File: src/rtl/sort_ctrl.sv
// Selection-sort sequencer: walks outer index i and inner index j over an
// external 1R/1W word memory, tracks the running minimum and issues a
// two-write swap whenever the minimum is not already at position i.
module sort_ctrl #(
    parameter int unsigned DATAWIDTH = 32,
    parameter int unsigned DEPTH     = 32
) (
    input  logic                 clk,
    input  logic                 rst_n,
    input  logic                 start,
    input  logic [DATAWIDTH-1:0] rd_data,
    output logic [DATAWIDTH-1:0] a,
    output logic [DATAWIDTH-1:0] b,
    output logic                 sel_add,
    output logic                 wr_en,
    output logic [DATAWIDTH-1:0] wr_addr,
    output logic [DATAWIDTH-1:0] wr_data,
    output logic                 busy,
    output logic                 done
);

    localparam int unsigned IW = (DEPTH > 1) ? $clog2(DEPTH) : 1;
    localparam logic [IW-1:0] LAST_J = IW'(DEPTH - 1);
    localparam logic [IW-1:0] LAST_I = IW'(DEPTH - 2);

    typedef enum logic [3:0] {
        IDLE   = 4'd0,
        RD_I   = 4'd1,
        LD_I   = 4'd2,
        RD_J   = 4'd3,
        CMP_J  = 4'd4,
        SWAP_A = 4'd5,
        SWAP_B = 4'd6,
        NEXT_I = 4'd7,
        DONE   = 4'd8
    } state_t;

    state_t                state_q, state_n;
    logic [IW-1:0]         i_q, i_n;
    logic [IW-1:0]         j_q, j_n;
    logic [IW-1:0]         min_idx_q, min_idx_n;
    logic [DATAWIDTH-1:0]  min_val_q, min_val_n;
    logic [DATAWIDTH-1:0]  val_i_q, val_i_n;

    logic                  sel_add_q, sel_add_n;
    logic                  wr_en_q, wr_en_n;
    logic [DATAWIDTH-1:0]  wr_addr_q, wr_addr_n;
    logic [DATAWIDTH-1:0]  wr_data_q, wr_data_n;
    logic                  busy_q, busy_n;
    logic                  done_q, done_n;

    // Next-state, datapath updates, and outputs decoded from the state being entered
    always_comb begin
        state_n   = state_q;
        i_n       = i_q;
        j_n       = j_q;
        min_idx_n = min_idx_q;
        min_val_n = min_val_q;
        val_i_n   = val_i_q;
        sel_add_n = 1'b0;
        wr_en_n   = 1'b0;
        wr_addr_n = '0;
        wr_data_n = '0;
        busy_n    = 1'b0;
        done_n    = 1'b0;

        case (state_q)
            IDLE: begin
                if (start) begin
                    i_n     = '0;
                    state_n = RD_I;
                end
            end
            RD_I: state_n = LD_I;
            LD_I: begin
                val_i_n   = rd_data;
                min_val_n = rd_data;
                min_idx_n = i_q;
                j_n       = i_q + IW'(1);
                state_n   = RD_J;
            end
            RD_J: state_n = CMP_J;
            CMP_J: begin
                if (rd_data < min_val_q) begin
                    min_val_n = rd_data;
                    min_idx_n = j_q;
                end
                if (j_q != LAST_J) begin
                    j_n     = j_q + IW'(1);
                    state_n = RD_J;
                end else begin
                    state_n = (min_idx_n != i_q) ? SWAP_A : NEXT_I;
                end
            end
            SWAP_A: state_n = SWAP_B;
            SWAP_B: state_n = NEXT_I;
            NEXT_I: begin
                if (i_q == LAST_I) begin
                    state_n = DONE;
                end else begin
                    i_n     = i_q + IW'(1);
                    state_n = RD_I;
                end
            end
            DONE:    state_n = IDLE;
            default: state_n = IDLE;
        endcase

        case (state_n)
            RD_J, CMP_J: sel_add_n = 1'b1;
            SWAP_A: begin
                wr_en_n   = 1'b1;
                wr_addr_n = DATAWIDTH'(min_idx_n);
                wr_data_n = val_i_n;
            end
            SWAP_B: begin
                wr_en_n   = 1'b1;
                wr_addr_n = DATAWIDTH'(i_n);
                wr_data_n = min_val_n;
            end
            DONE:    done_n = 1'b1;
            default: ;
        endcase

        busy_n = (state_n != IDLE) && (state_n != DONE);
    end

    // State, datapath and output registers
    always_ff @(posedge clk or negedge rst_n) begin
        if (!rst_n) begin
            state_q   <= IDLE;
            i_q       <= '0;
            j_q       <= '0;
            min_idx_q <= '0;
            min_val_q <= '0;
            val_i_q   <= '0;
            sel_add_q <= 1'b0;
            wr_en_q   <= 1'b0;
            wr_addr_q <= '0;
            wr_data_q <= '0;
            busy_q    <= 1'b0;
            done_q    <= 1'b0;
        end else begin
            state_q   <= state_n;
            i_q       <= i_n;
            j_q       <= j_n;
            min_idx_q <= min_idx_n;
            min_val_q <= min_val_n;
            val_i_q   <= val_i_n;
            sel_add_q <= sel_add_n;
            wr_en_q   <= wr_en_n;
            wr_addr_q <= wr_addr_n;
            wr_data_q <= wr_data_n;
            busy_q    <= busy_n;
            done_q    <= done_n;
        end
    end

    assign a       = DATAWIDTH'(i_q);
    assign b       = DATAWIDTH'(j_q);
    assign sel_add = sel_add_q;
    assign wr_en   = wr_en_q;
    assign wr_addr = wr_addr_q;
    assign wr_data = wr_data_q;
    assign busy    = busy_q;
    assign done    = done_q;

endmodule
File: config.mk
export PLATFORM = sky130hd
export DESIGN_NAME = sort_ctrl
export DESIGN_NICKNAME = d
export VERILOG_FILES = /design/src/rtl/sort_ctrl.sv
export SDC_FILE = /design/constraint.sdc
export NUM_CORES = 1
export LEC_CHECK = 0
export ABC_AREA = 1
export CORE_ASPECT_RATIO = 0.6
export CORE_MARGIN = 2
export CORE_UTILIZATION = 30
export DETAILED_ROUTE_END_ITERATION = 10
export DONT_BUFFER_PORTS = 1
export SLEW_MARGIN = 0
export SYNTH_ARGS = -nofsm -noshare
export SYNTH_HDL_FRONTEND = slang
export SYNTH_SLANG_ARGS = --single-unit
File: constraint.sdc
create_clock -name clk -period 5.75 [get_ports clk]
set_input_delay 0.2875 -clock clk [delete_from_list [all_inputs] [get_ports clk]]
set_output_delay 0.2875 -clock clk [all_outputs]
set_load 0.05 [all_outputs]
======== Word level (Yosys, flattened, before mapping) ========
Cells that the tools add are included.
storage, ports and cells
  logic and storage cells ................. 60
  input bits .............................. 35
  output and inout port bits .............. 132
  register bits ........................... 151
cells by class
  reduce and logical (&&, ||, !) cells .... 7
  magnitude comparators ................... 1
  equal/unequal tests ..................... 17
  multiplexer cells ....................... 21
  add/subtract/negate cells ............... 2
operators by type and width
  operator                                              count
  one-hot mux 32 bit (2 select lines)                   2
  2-to-1 mux 32 bit                                     2
  one-hot mux 5 bit (2 select lines)                    4
  less-than comparator 32 bit                           1
  one-hot mux 4 bit (8 select lines)                    1
  equality test 4 x 3 -> 1 bit (second input constant)  7
  2-to-1 mux 5 bit                                      5
  equality test 4 x 2 -> 1 bit (second input constant)  3
  adder 5 x 1 -> 5 bit (second input constant)          2
  2-to-1 mux 4 bit                                      2
  equality test 5 bit (second input constant)           1
  != test 5 bit                                         1
  != test 5 bit (second input constant)                 1
  equality test 4 x 1 -> 1 bit (second input constant)  1
  equality test 4 bit (second input constant)           1
  logical NOT 4 bit                                     1
  != test 4 bit (second input constant)                 1
  nonzero test 4 bit                                    1
  OR reduction 2 bit                                    2
  2-to-1 mux 1 bit                                      3
  2-to-1 mux 3 bit                                      1
  2-to-1 mux 2 bit                                      1
  != test 2 bit (second input constant)                 1
  AND reduction 2 bit                                   1
  other kinds (2)                                       2

======== Logic depth before layout (Yosys ltp) ========
Gate-level depths: netlist (run 1).
  depth after elaboration ................. 10
  depth in mapped cells ................... 25
  mapped depth without buffers ............ 24

======== Worst setup path after synthesis (run 1) ========
Ideal clock, no wire load.
  path kind ............................... reg-to-reg
  start point ............................. register min_val_q[31]
  end point ............................... register wr_data_q[13], in the netlist wr_data[13]
  required time ........................... 5633 ps
  slack ................................... 3437 ps
  arrival ................................. 2196 ps
  cell stages (with the launch flop) ...... 22
  cell sequence ........................... dfrtp_1 inv_1 ha_1 nand2_1 nor2_2 nand2_1 inv_1 a21oi_4 nand2_8 nand2_2 nand2_1 nand2_1 nand2_1 nor2_1 nand3_1 nand2_1 nand2_1 nand2_2 nand2_4 buf_6 nand3_1 nand2_1
on the way
  word-level cells in the longest chain between the ends .. 9
RTL lines
  element                                RTL line  text
  start: declaration                     42        logic [DATAWIDTH-1:0] min_val_q, min_val_n;
  start signal: assignment               148       min_val_q <= min_val_n;
  less-than comparator 32 bit *          84        if (rd_data < min_val_q) begin
  2-to-1 mux 5 bit                       84
  2-to-1 mux 5 bit                       67        case (state_q)
  != test 5 bit                          92        state_n = (min_idx_n != i_q) ? SWAP_A : NEXT_I;
  2-to-1 mux 2 bit                       92
  2-to-1 mux 3 bit                       88        if (j_q != LAST_J) begin
  one-hot mux 4 bit (8 select lines)     67
  equality test 4 x 3 -> 1 bit           109       case (state_n)
  one-hot mux 32 bit (2 select lines) *  109
  named net wr_data_n[13]                48        logic [DATAWIDTH-1:0] wr_data_q, wr_data_n;
  end signal: assignment                 153       wr_data_q <= wr_data_n;
  end: declaration                       48
The timed path passes the listed nets; every way through them passes the cells marked *. The select of a mux whose other input is x is not followed.
A chain may end at the register's enable or synchronous reset.

======== Worst setup path after layout (run 1) ========
  start point ............................. register min_val_q[9]
  end point ............................... register wr_data_q[6], in the netlist wr_data[6]
Same word-level chain as after synthesis.

==> results.tsv, run 1 <==
stage	metric	value	unit
run_status	status	finished, final reports clean	
worst_setup_path	CP top delay family	simple AND/OR/NAND/NOR gates	
floorplan	Row Count	43	
power	leakage	3.96	nW
cts	clk sinks	124	
synthesis	mapped cell area	0.00702	sq mm
cells_and_area	final std cells w/o fill	1147	
placed_design	Cell Area, Placed	0.00698	sq mm
cts	Reg clk slew, reported paths	0.05	ns
cells_and_area	post-route cell area	0.00762	sq mm
worst_setup_path	number of cells on the worst reg-to-reg path	20	
worst_setup_path	Crit path largest cell delay	0.38	ns
cts	CTS tree	done	
global_route	global-route wire length before repair	28800	microns
floorplan	Starting Density	0.305	
synthesis	syn avg cell area	8.50	sq um
sta	relative slew slack	0.474	
synthesis	EDFF count, synth	0	
placed_design	DP Cell Count	1113	
global_route	met1 global-route usage	0.221	
power	Comb pwr share	0.306	
cells_and_area	most frequent cells in the layout	nand2_1, dfrtp_1, conb_1, inv_1, nor2_1	
worst_hold_path	Hold Path Depth	2	
cells_and_area	commonest non-fill, non-tap cell in the layout	nand2_1	
routing	DRC viols	0	
sta	Final setup viols	0	
synthesis	ys flop type	dfrtp_1	
cts	Post-CTS Resized	0	
power	NetSw	1.13	mW
power	worst IR drop on VDD	0.199	mV
synthesis	post-synthesis sequential area ratio	0.442	
synthesis	ys async rst share	1.00	
sta	fin crit share	0.556	
placed_design	Port Buf Inserts	0	
cts	CTS buffer count	17	
sta	Final Max Tran Viols	0	
sta	unrepaired setup endpoints after global routing	false	
worst_setup_path	most frequent CP cell	nand2_1	
global_route	GR Overflow Total	0	
power	Switching Share	0.360	
floorplan	# IOs	167	
cts	Post-CTS Setup Bufs	0	
cts	hold buffer count at CTS	2	
synthesis	synth unique cells	35	
global_route	initial antenna violation count	0	
worst_setup_path	Critical Path Stages	20	
sta	final worst slack	2.55	ns
floorplan	Die X	202	microns
global_route	largest net degree at the start of global routing	125	
synthesis	Post-Syn Instances	826	
power	clock network power share	0.350	
flow_run	max_cap viols	0	
sta	worst-case hold slack	0.0363	ns
floorplan	die height	123	microns
worst_setup_path	required time of the critical path	6.04	ns
placed_design	dpl hpwl	11900	microns
placed_design	RePlAce Congestion	0.818	
synthesis	synth warn	0	
worst_setup_path	Crit. End Element	flop	
global_route	grt met3 use	0.0576	
routing	1st-pass router iterations	4	
sta	min Tclk post-route	3.20	ns
worst_hold_path	hold crit path type	primary input to flop	
worst_setup_path	startpoint types	flop	
floorplan	die area	0.0247	sq mm
sta	f_max	313	MHz
worst_setup_path	Setup CP Type	flop to flop	
routing	Antenna Nets Post-Route	0	
sta	Setup Total Neg Slack	0	ns
worst_setup_path	Critical-path top delay cell	dfrtp_1	
global_route	met2 Usage GRT	0.211	
cts	clk root buf	clkbuf_16	
power	Seq pwr share	0.344	
cells_and_area	layout cell share with drive strength beyond 1	0.0925	
sta	final clock skew	0.00858	ns
cells_and_area	# diodes	0	
worst_setup_path	critical path fanouts, max	46	
power	Internal Dissipation	2.02	mW
cells_and_area	fillers	2400	
cells_and_area	area delta synth->final	8.46	%
routing	DR iter-0 viols	341	
routing	Detailed Route WL	18000	microns
sta	worst-margin pin slew	0.789	ns
cells_and_area	final net count	889	
routing	Via Count	5184	
power	pwr/cell area	414	mW/mm^2
routing	vias per inst	4.52	
synthesis	Yosys reg bits	124	
worst_setup_path	worst path bufs/invs	1	
global_route	vias in the first global route	4946	
worst_setup_path	worst path cell trace	inv_1 > ha_1 > a21oi_1 > o21ai_0 > a21oi_1 > nand2_1 > nand2_4 > nand2_8 > nand2_2 > nand2_1 > nand2_1 > nand2_1 > nor2_1 > nand3_1 > nand2_1 > nand2_1 > nand2_2 > nand2_4 > nand3_1 > nand2_1	
sta	Hold Vio Cnt, Final	0	
worst_setup_path	FF-to-FF setup slack	2.55	ns
global_route	gr busiest metal	met1	
floorplan	Core Footprint	0.0230	sq mm
global_route	GRT Overall Usage	0.153	
placed_design	post-place setup slack	2.55	ns
routing	Routed wire per std cell	15.7	microns
worst_setup_path	Arr. time, crit path	3.49	ns
cts	Clk Latency, worst-skew pair	0.42	ns
cts	Clock Tree Buf Depth	2	
cts	H-tree depth	4	
cell type report:
type                            instances  area (sq um)  share of cell area
Inverter                               71           269              0.0353
Tap cell                              315           394              0.0517
Timing Repair Buffer                    7          75.1             0.00986
Sequential cell                       124          3100               0.407
Clock buffer                           21           460              0.0604
Multi-Input combinational cell        598          3170               0.417
Clock inverter                         11           143              0.0187
sequential cells by signal, summed over array words and instances, names as in the netlist:
| signal | flops |
|---|---|
| j_q | 5 |
| min_idx_q | 5 |
| i_q | 5 |
| wr_en | 1 |
| wr_addr | 5 |
| state_q | 4 |
| busy | 1 |
| min_val_q | 32 |
| wr_data | 32 |
| done | 1 |
| sel_add | 1 |
| val_i_q | 32 |
layer usage:
metal,vias up,routed length [microns],share of wire
li1,2548,-,-
met3,14,1680,0.093
met5,-,0,0
met2,166,7290,0.41
met4,0,168,0.0094
met1,2456,8830,0.49
final timing paths:
kind / start / end
max reg2reg: min_val_q[9]$_DFF_PN0_ / wr_data[6]$_DFF_PN0_
max: min_val_q[9]$_DFF_PN0_ / wr_data[6]$_DFF_PN0_
min reg2reg: val_i_q[9]$_DFF_PN0_ / val_i_q[9]$_DFF_PN0_
min in group asynchronous: rst_n / min_val_q[2]$_DFF_PN0_
max in group asynchronous: rst_n / val_i_q[23]$_DFF_PN0_
min: rd_data[13] / val_i_q[13]$_DFF_PN0_
power groups by stage:
stage | registers, mW | clock network (mW) | logic (mW)
after floorplan | 1.08 | 0 | 0.840
after global placement | 1.09 | 0 | 0.932
after detailed placement | 1.10 | 0 | 0.942
after CTS | 1.08 | 1.13 | 0.968
after global routing | 1.10 | 1.17 | 1.11
final | 1.09 | 1.10 | 0.964
cells in the mapped netlist (4+ instances only):
master    instances  area [sq um]
inv_1            67           251
nand3_2          27           270
nor3_1            4          20.0
buf_4            86           646
a31oi_1           4          25.0
o221ai_1         31           272
a21oi_1          17          85.1
buf_2             7          35.0
ha_1             35           438
dfrtp_1         124          3100
nand3_1          34           170
buf_6             4          45.0
nand4_1           4          25.0
o211ai_1         10          75.1
nor2_1           50           188
nand2_1         237           890
clkbuf_1         15          56.3
o21ai_0          44           220
per-stage QoR:
stage,util,power [mW]
finish,0.331,3.15
global route,0.331,3.39
CTS,0.331,3.18
detailed placement,0.303,2.04
global placement,0.303,2.02
floorplan,-,1.92
cell families (layout without fill, tap and decap cells):
kind of cell    after synthesis  in the layout  share of synthesized area
simple gates                366            366                      0.237
buf+inv                     184            110                      0.150
flops                       124            124                      0.442
compound gates              113            113                      0.104
fa+ha+maj                    35             35                     0.0624
xor+xnor                      3              3                    0.00374
other cells                   1             81                   0.000534
(Power assumes the default switching activity.)
==> run 2, diff against run 1 <==
clock period = 3 ns   (was 5.75 ns; I/O delays follow)
==> results.tsv, run 2 (synthesized netlist as in run 1, its figures left out) <==
stage	metric	value	unit	change
cts	hold buffer count at CTS	33		+31
cts	Reg clk slew, reported paths	0.05	ns	about the same
cts	H-tree depth	4		unchanged
worst_setup_path	critical path fanouts, max	11		-76%
floorplan	Starting Density	0.305		unchanged
global_route	GR Overflow Total	0		unchanged
run_status	status	finished, violations left		
worst_hold_path	hold crit path type	primary input to asynchronous set/reset pin		
floorplan	die area	0.0247	sq mm	unchanged
power	leakage	4.26	nW	+7.4%
global_route	vias in the first global route	5296		+7.1%
power	pwr/cell area	760	mW/mm^2	+84%
cells_and_area	most frequent cells in the layout	nand2_1, dfrtp_1, conb_1, inv_1, nor2_1		
cts	clk sinks	124		unchanged
cells_and_area	final core utilization	0.357		+0.0265
cells_and_area	final std cells w/o fill	1207		+5.2%
worst_setup_path	startpoint types	flop		
floorplan	Die X	202	microns	unchanged
run_status	failing checks	negative hold slack		
worst_setup_path	number of cells on the worst reg-to-reg path	21		+5.0%
routing	Antenna Nets Post-Route	0		unchanged
global_route	largest net degree at the start of global routing	125		unchanged
routing	1st-pass router iterations	4		unchanged
placed_design	DP Cell Count	1130		+1.5%
cells_and_area	# diodes	0		unchanged
sta	f_max	356	MHz	+14%
routing	Routed wire per std cell	16.3	microns	+4.3%
sta	relative slew slack	0.314		-0.160
global_route	initial antenna violation count	0		unchanged
routing	vias per inst	4.57		+1.0%
floorplan	Row Count	43		unchanged
worst_setup_path	Setup CP Type	flop to flop		
cts	CTS tree	done		
cells_and_area	fillers	2427		+1.1%
worst_setup_path	Arr. time, crit path	3.10	ns	-0.39 ns
routing	DR iter-0 viols	419		+23%
routing	Via Count	5512		+6.3%
cts	clk root buf	clkbuf_16		
sta	fin crit share	0.937		+0.380
routing	DRC viols	0		unchanged
cells_and_area	layout cell share with drive strength beyond 1	0.124		+0.0319
sta	worst-margin pin slew	1.03	ns	+0.238 ns
flow_run	max_cap viols	0		unchanged
cells_and_area	area delta synth->final	17.2	%	
routing	Detailed Route WL	19700	microns	+9.7%
worst_setup_path	Crit. End Element	flop		
global_route	global-route wire length before repair	30500	microns	+5.9%
sta	Final setup viols	0		unchanged
sta	Final Max Tran Viols	0		unchanged
worst_setup_path	worst reg2reg path startpoint	min_val_q[27]$_DFF_PN0_		
worst_setup_path	Critical R2R Capture	wr_data[4]$_DFF_PN0_		
placed_design	RePlAce Congestion	0.881		+7.7%
floorplan	# IOs	167		unchanged
sta	Hold Vio Cnt, Final	124		+124
cells_and_area	final net count	950		+6.9%
sta	final worst slack	0.190	ns	-2.36 ns
global_route	GRT Overall Usage	0.162		+0.00981
cts	Clk Latency, worst-skew pair	0.42	ns	about the same
worst_setup_path	required time of the critical path	3.29	ns	-2.75 ns
cts	Clock Tree Buf Depth	2		unchanged
placed_design	post-place setup slack	0.176	ns	-2.37 ns
floorplan	die height	123	microns	unchanged
cells_and_area	commonest non-fill, non-tap cell in the layout	nand2_1		
worst_setup_path	FF-to-FF setup slack	0.19	ns	-2.36 ns
sta	worst-case hold slack	-0.572	ns	-0.609 ns
sta	final clock skew	0.00810	ns	-0.000481 ns
floorplan	Core Footprint	0.0230	sq mm	unchanged
placed_design	Port Buf Inserts	0		unchanged
power	worst IR drop on VDD	0.366	mV	+84%
placed_design	dpl hpwl	12800	microns	+7.8%
sta	min Tclk post-route	2.81	ns	-0.390 ns
cts	CTS buffer count	17		unchanged
==> run 2: power breakdown <==
part           total, mW  switching [mW]  leakage [nW]  internal [mW]
clock network       2.13           0.726         0.306           1.41
logic               2.04            1.33          2.45          0.704
registers           2.08           0.135          1.50           1.95
==> run 2: per-layer routing <==
layer | share of wire | global-route usage | wire [microns] | vias up
li1 | - | - | - | 2678
met1 | 0.48 | 0.228 | 9530 | 2639
met2 | 0.42 | 0.233 | 8260 | 178
met3 | 0.090 | 0.0645 | 1780 | 17
met4 | 0.0074 | 0.0386 | 145 | 0
met5 | 0 | 0 | 0 | -
==> run 2: layout make-up <==
| class | count | area [sq um] | share of cell area |
|---|---|---|---|
| multi-input cells | 600 | 3230 | 0.392 |
| flip-flops and latches | 124 | 3100 | 0.377 |
| repair buffers | 66 | 623 | 0.0757 |
| clock buffers | 24 | 502 | 0.0610 |
| well taps | 315 | 394 | 0.0479 |
| inverters | 71 | 269 | 0.0327 |
| clock inverters | 7 | 110 | 0.0134 |
==> run 2: metrics by stage <==
stage          hold WS [ns]  area, sq um  setup TNS, ns  total power, mW
6_report             -0.572         8230              0             6.25
5_1_grt              -0.598         8230         -0.163             6.69
4_1_cts              -0.592         8060              0             6.13
3_5_place_dp         -0.142         7120              0             3.92
3_3_place_gp         -0.142         7120              0             3.89
2_1_floorplan        -0.146         7320              0             3.68
==> run 2: critical path, cell delays in order, from the launching register on <==
cell     delay [ns]
dfrtp_1        0.34
inv_1          0.06
ha_1           0.29
nand2_1        0.07
nor2_1         0.15
nand2_1        0.12
nor4_4         0.23
nand2_4        0.14
nand2_8        0.14
buf_4          0.13
nand2_1        0.05
nand3_1        0.06
nand2_1        0.05
nor2_1         0.12
nand3_1        0.10
nand2_1        0.06
nand2_1        0.05
nand2_2        0.12
nand2_8        0.09
buf_12         0.16
nand3_1        0.06
nand2_1        0.09
==> run 2: worst max-delay path by stage <==
| stage | start | endpoint | depth (start not counted) |
|---|---|---|---|
| after floorplan | min_val_q[31]$_DFF_PN0_ | wr_data[13]$_DFF_PN0_ | 21 |
| after detailed placement | min_val_q[9]$_DFF_PN0_ | wr_data[4]$_DFF_PN0_ | 21 |
| final | min_val_q[27]$_DFF_PN0_ | wr_data[4]$_DFF_PN0_ | 21 |
| after global routing | min_val_q[17]$_DFF_PN0_ | wr_data[10]$_DFF_PN0_ | 20 |
| after global placement | state_q[3]$_DFF_PN0_ | wr_addr[0]$_DFF_PN0_ | 12 |
| after CTS | min_val_q[5]$_DFF_PN0_ | wr_data[4]$_DFF_PN0_ | 23 |
==> run 2: repair_timing <==
action,CTS,global route
gates resized for setup,0,17
buffers inserted,0,11
hold endpoints to repair,191,124
setup endpoints to repair,0,34
==> run 3, diff against run 2 <==
GPL_TIMING_DRIVEN = 0   (was default)
clock period = 3.6 ns   (was 3 ns; I/O delays follow)
==> results.tsv, run 3 (synthesized netlist as in run 1, its figures left out) <==
stage	metric	value	unit	change
worst_setup_path	required time of the critical path	3.88	ns	+0.59 ns
sta	Setup Total Neg Slack	0	ns	unchanged
worst_setup_path	worst path bufs/invs	2		-1
cts	Clock Tree Buf Depth	2		unchanged
placed_design	RePlAce Congestion	0.855		-2.9%
routing	Routed wire per std cell	15.8	microns	-3.3%
placed_design	Port Buf Inserts	0		unchanged
power	leakage	4.59	nW	+7.8%
cells_and_area	final std cells w/o fill	1287		+6.6%
sta	Final Max Tran Viols	0		unchanged
cells_and_area	fillers	2362		-2.7%
cts	Reg clk slew, reported paths	0.06	ns	about the same
sta	unrepaired setup endpoints after global routing	false		
cts	clk sinks	124		unchanged
placed_design	dpl hpwl	14500	microns	+13%
cts	Clk Latency, worst-skew pair	0.42	ns	about the same
worst_setup_path	critical path fanouts, max	10		-1
cts	clk root buf	clkbuf_16		
sta	final clock skew	0.0104	ns	+0.00229 ns
sta	fin crit share	0.814		-0.123
routing	DR iter-0 viols	434		+3.6%
cells_and_area	final net count	1029		+8.3%
worst_setup_path	Critical-path top delay cell	dfrtp_1		
worst_setup_path	CP top delay family	simple AND/OR/NAND/NOR gates		
power	worst IR drop on VDD	0.349	mV	-4.6%
sta	min Tclk post-route	2.93	ns	+0.121 ns
cts	CTS tree	done		
floorplan	die area	0.0247	sq mm	unchanged
worst_setup_path	FF-to-FF setup slack	0.67	ns	+0.48 ns
routing	1st-pass router iterations	5		+1
routing	Via Count	5768		+4.6%
global_route	vias in the first global route	5507		+4.0%
floorplan	die height	123	microns	unchanged
routing	Antenna Nets Post-Route	0		unchanged
worst_setup_path	most frequent CP cell	nand2_1		
global_route	GRT Overall Usage	0.171		+0.00815
cts	CTS buffer count	17		unchanged
cells_and_area	# diodes	0		unchanged
sta	worst-margin pin slew	0.685	ns	-0.343 ns
sta	Hold Vio Cnt, Final	0		-100%
worst_setup_path	Setup CP Type	flop to flop		
routing	vias per inst	4.48		-1.9%
cells_and_area	commonest non-fill, non-tap cell in the layout	nand2_1		
floorplan	Starting Density	0.305		unchanged
power	pwr/cell area	592	mW/mm^2	-22%
cells_and_area	layout cell share with drive strength beyond 1	0.174		+0.0494
sta	relative slew slack	0.544		+0.229
global_route	largest net degree at the start of global routing	125		unchanged
worst_setup_path	Arr. time, crit path	3.21	ns	+0.11 ns
cells_and_area	most frequent cells in the layout	nand2_1, dfrtp_1, buf_4, conb_1, inv_1		
cts	H-tree depth	4		unchanged
global_route	initial antenna violation count	0		unchanged
worst_setup_path	Crit. End Element	flop		
sta	f_max	341	MHz	-4.1%
global_route	global-route wire length before repair	31800	microns	+4.2%
worst_setup_path	worst path cell trace	inv_1 > ha_1 > a21oi_1 > o21ai_1 > nand2_1 > nand3_2 > a21oi_4 > nand2_8 > nand2_2 > nand2_1 > nand2_1 > nand2_1 > nor2_1 > nand3_1 > nand2_1 > nand2_1 > nand2_2 > nand2_4 > buf_6 > nand3_2 > nand2_1		
cts	Post-CTS Resized	0		unchanged
cells_and_area	area delta synth->final	23.0	%	
worst_setup_path	Crit path largest cell delay	0.37	ns	+0.03 ns
worst_setup_path	startpoint types	flop		
routing	DRC viols	0		unchanged
run_status	status	finished, final reports clean		
global_route	GR Overflow Total	0		unchanged
routing	Detailed Route WL	20300	microns	+3.2%
floorplan	Core Footprint	0.0230	sq mm	unchanged
sta	Final setup viols	0		unchanged
flow_run	max_cap viols	0		unchanged
floorplan	Row Count	43		unchanged
placed_design	DP Cell Count	1221		+8.1%
floorplan	# IOs	167		unchanged
worst_hold_path	hold crit path type	primary input to flop		
floorplan	Die X	202	microns	unchanged
## run 3: changes by cell type in the layout (fill, tap and decap cells not counted), sizes merged, moves of 2 or more
cell,before,now
clkbuf,24,36
buf,33,99
clkinvlp,0,4
bufinv,3,1
clkinv,5,7
## run 3: cell type report
class / count / area [sq um] / share of cell area
Timing Repair Buffer: 34 / 358 / 0.0414
Buffer: 113 / 786 / 0.0909
Sequential cell: 124 / 3100 / 0.359
Multi-Input combinational cell: 598 / 3170 / 0.366
Clock inverter: 11 / 93.8 / 0.0109
Clock buffer: 21 / 470 / 0.0545
Inverter: 71 / 269 / 0.0311
Tap cell: 315 / 394 / 0.0456
## run 3: power by group
group / total [mW] / leakage, nW / switching, mW / internal, mW
registers: 1.73 / 1.50 / 0.110 / 1.62
logic: 1.75 / 2.82 / 1.14 / 0.603
clock network: 1.64 / 0.271 / 0.644 / 0.997
total: 5.12 / 4.59 / 1.90 / 3.22
## run 3: metrics by stage
step	power (mW)	cell area [sq um]	utilization	setup WS, ns	hold WS (ns)
floorplan	3.07	7320	-	1.29	-0.116
global placement	3.37	7720	0.335	0.724	-0.112
detailed placement	3.41	7720	0.335	0.727	-0.113
CTS	5.14	8640	0.375	0.701	0.00654
global route	5.48	8640	0.375	0.404	0.0514
finish	5.12	8640	0.375	0.670	0.0203
## run 3: path summary, 6_finish.rpt
check | start | end | cells past startpoint
hold reg to reg | val_i_q[3]$_DFF_PN0_ | val_i_q[3]$_DFF_PN0_ | 2
min in group asynchronous | rst_n | wr_data[7]$_DFF_PN0_ | 2
setup reg to reg | min_val_q[17]$_DFF_PN0_ | wr_data[14]$_DFF_PN0_ | 21
hold / removal | start | state_q[0]$_DFF_PN0_ | 2
setup / recovery | min_val_q[17]$_DFF_PN0_ | wr_data[14]$_DFF_PN0_ | 21
max in group asynchronous | rst_n | min_val_q[30]$_DFF_PN0_ | 2
## run 3: repair_timing
action	4_1_cts	5_1_grt
hold buffers	34	0
buffers inserted	0	0
endpoints found under the hold margin	187	0
## run 3: routing by layer
metal | vias up | track usage | wire [microns]
met5 | - | 0 | 0
met4 | 0 | 0.0418 | 176
met2 | 210 | 0.236 | 8230
li1 | 2838 | - | -
met1 | 2706 | 0.253 | 10100
met3 | 14 | 0.0566 | 1800
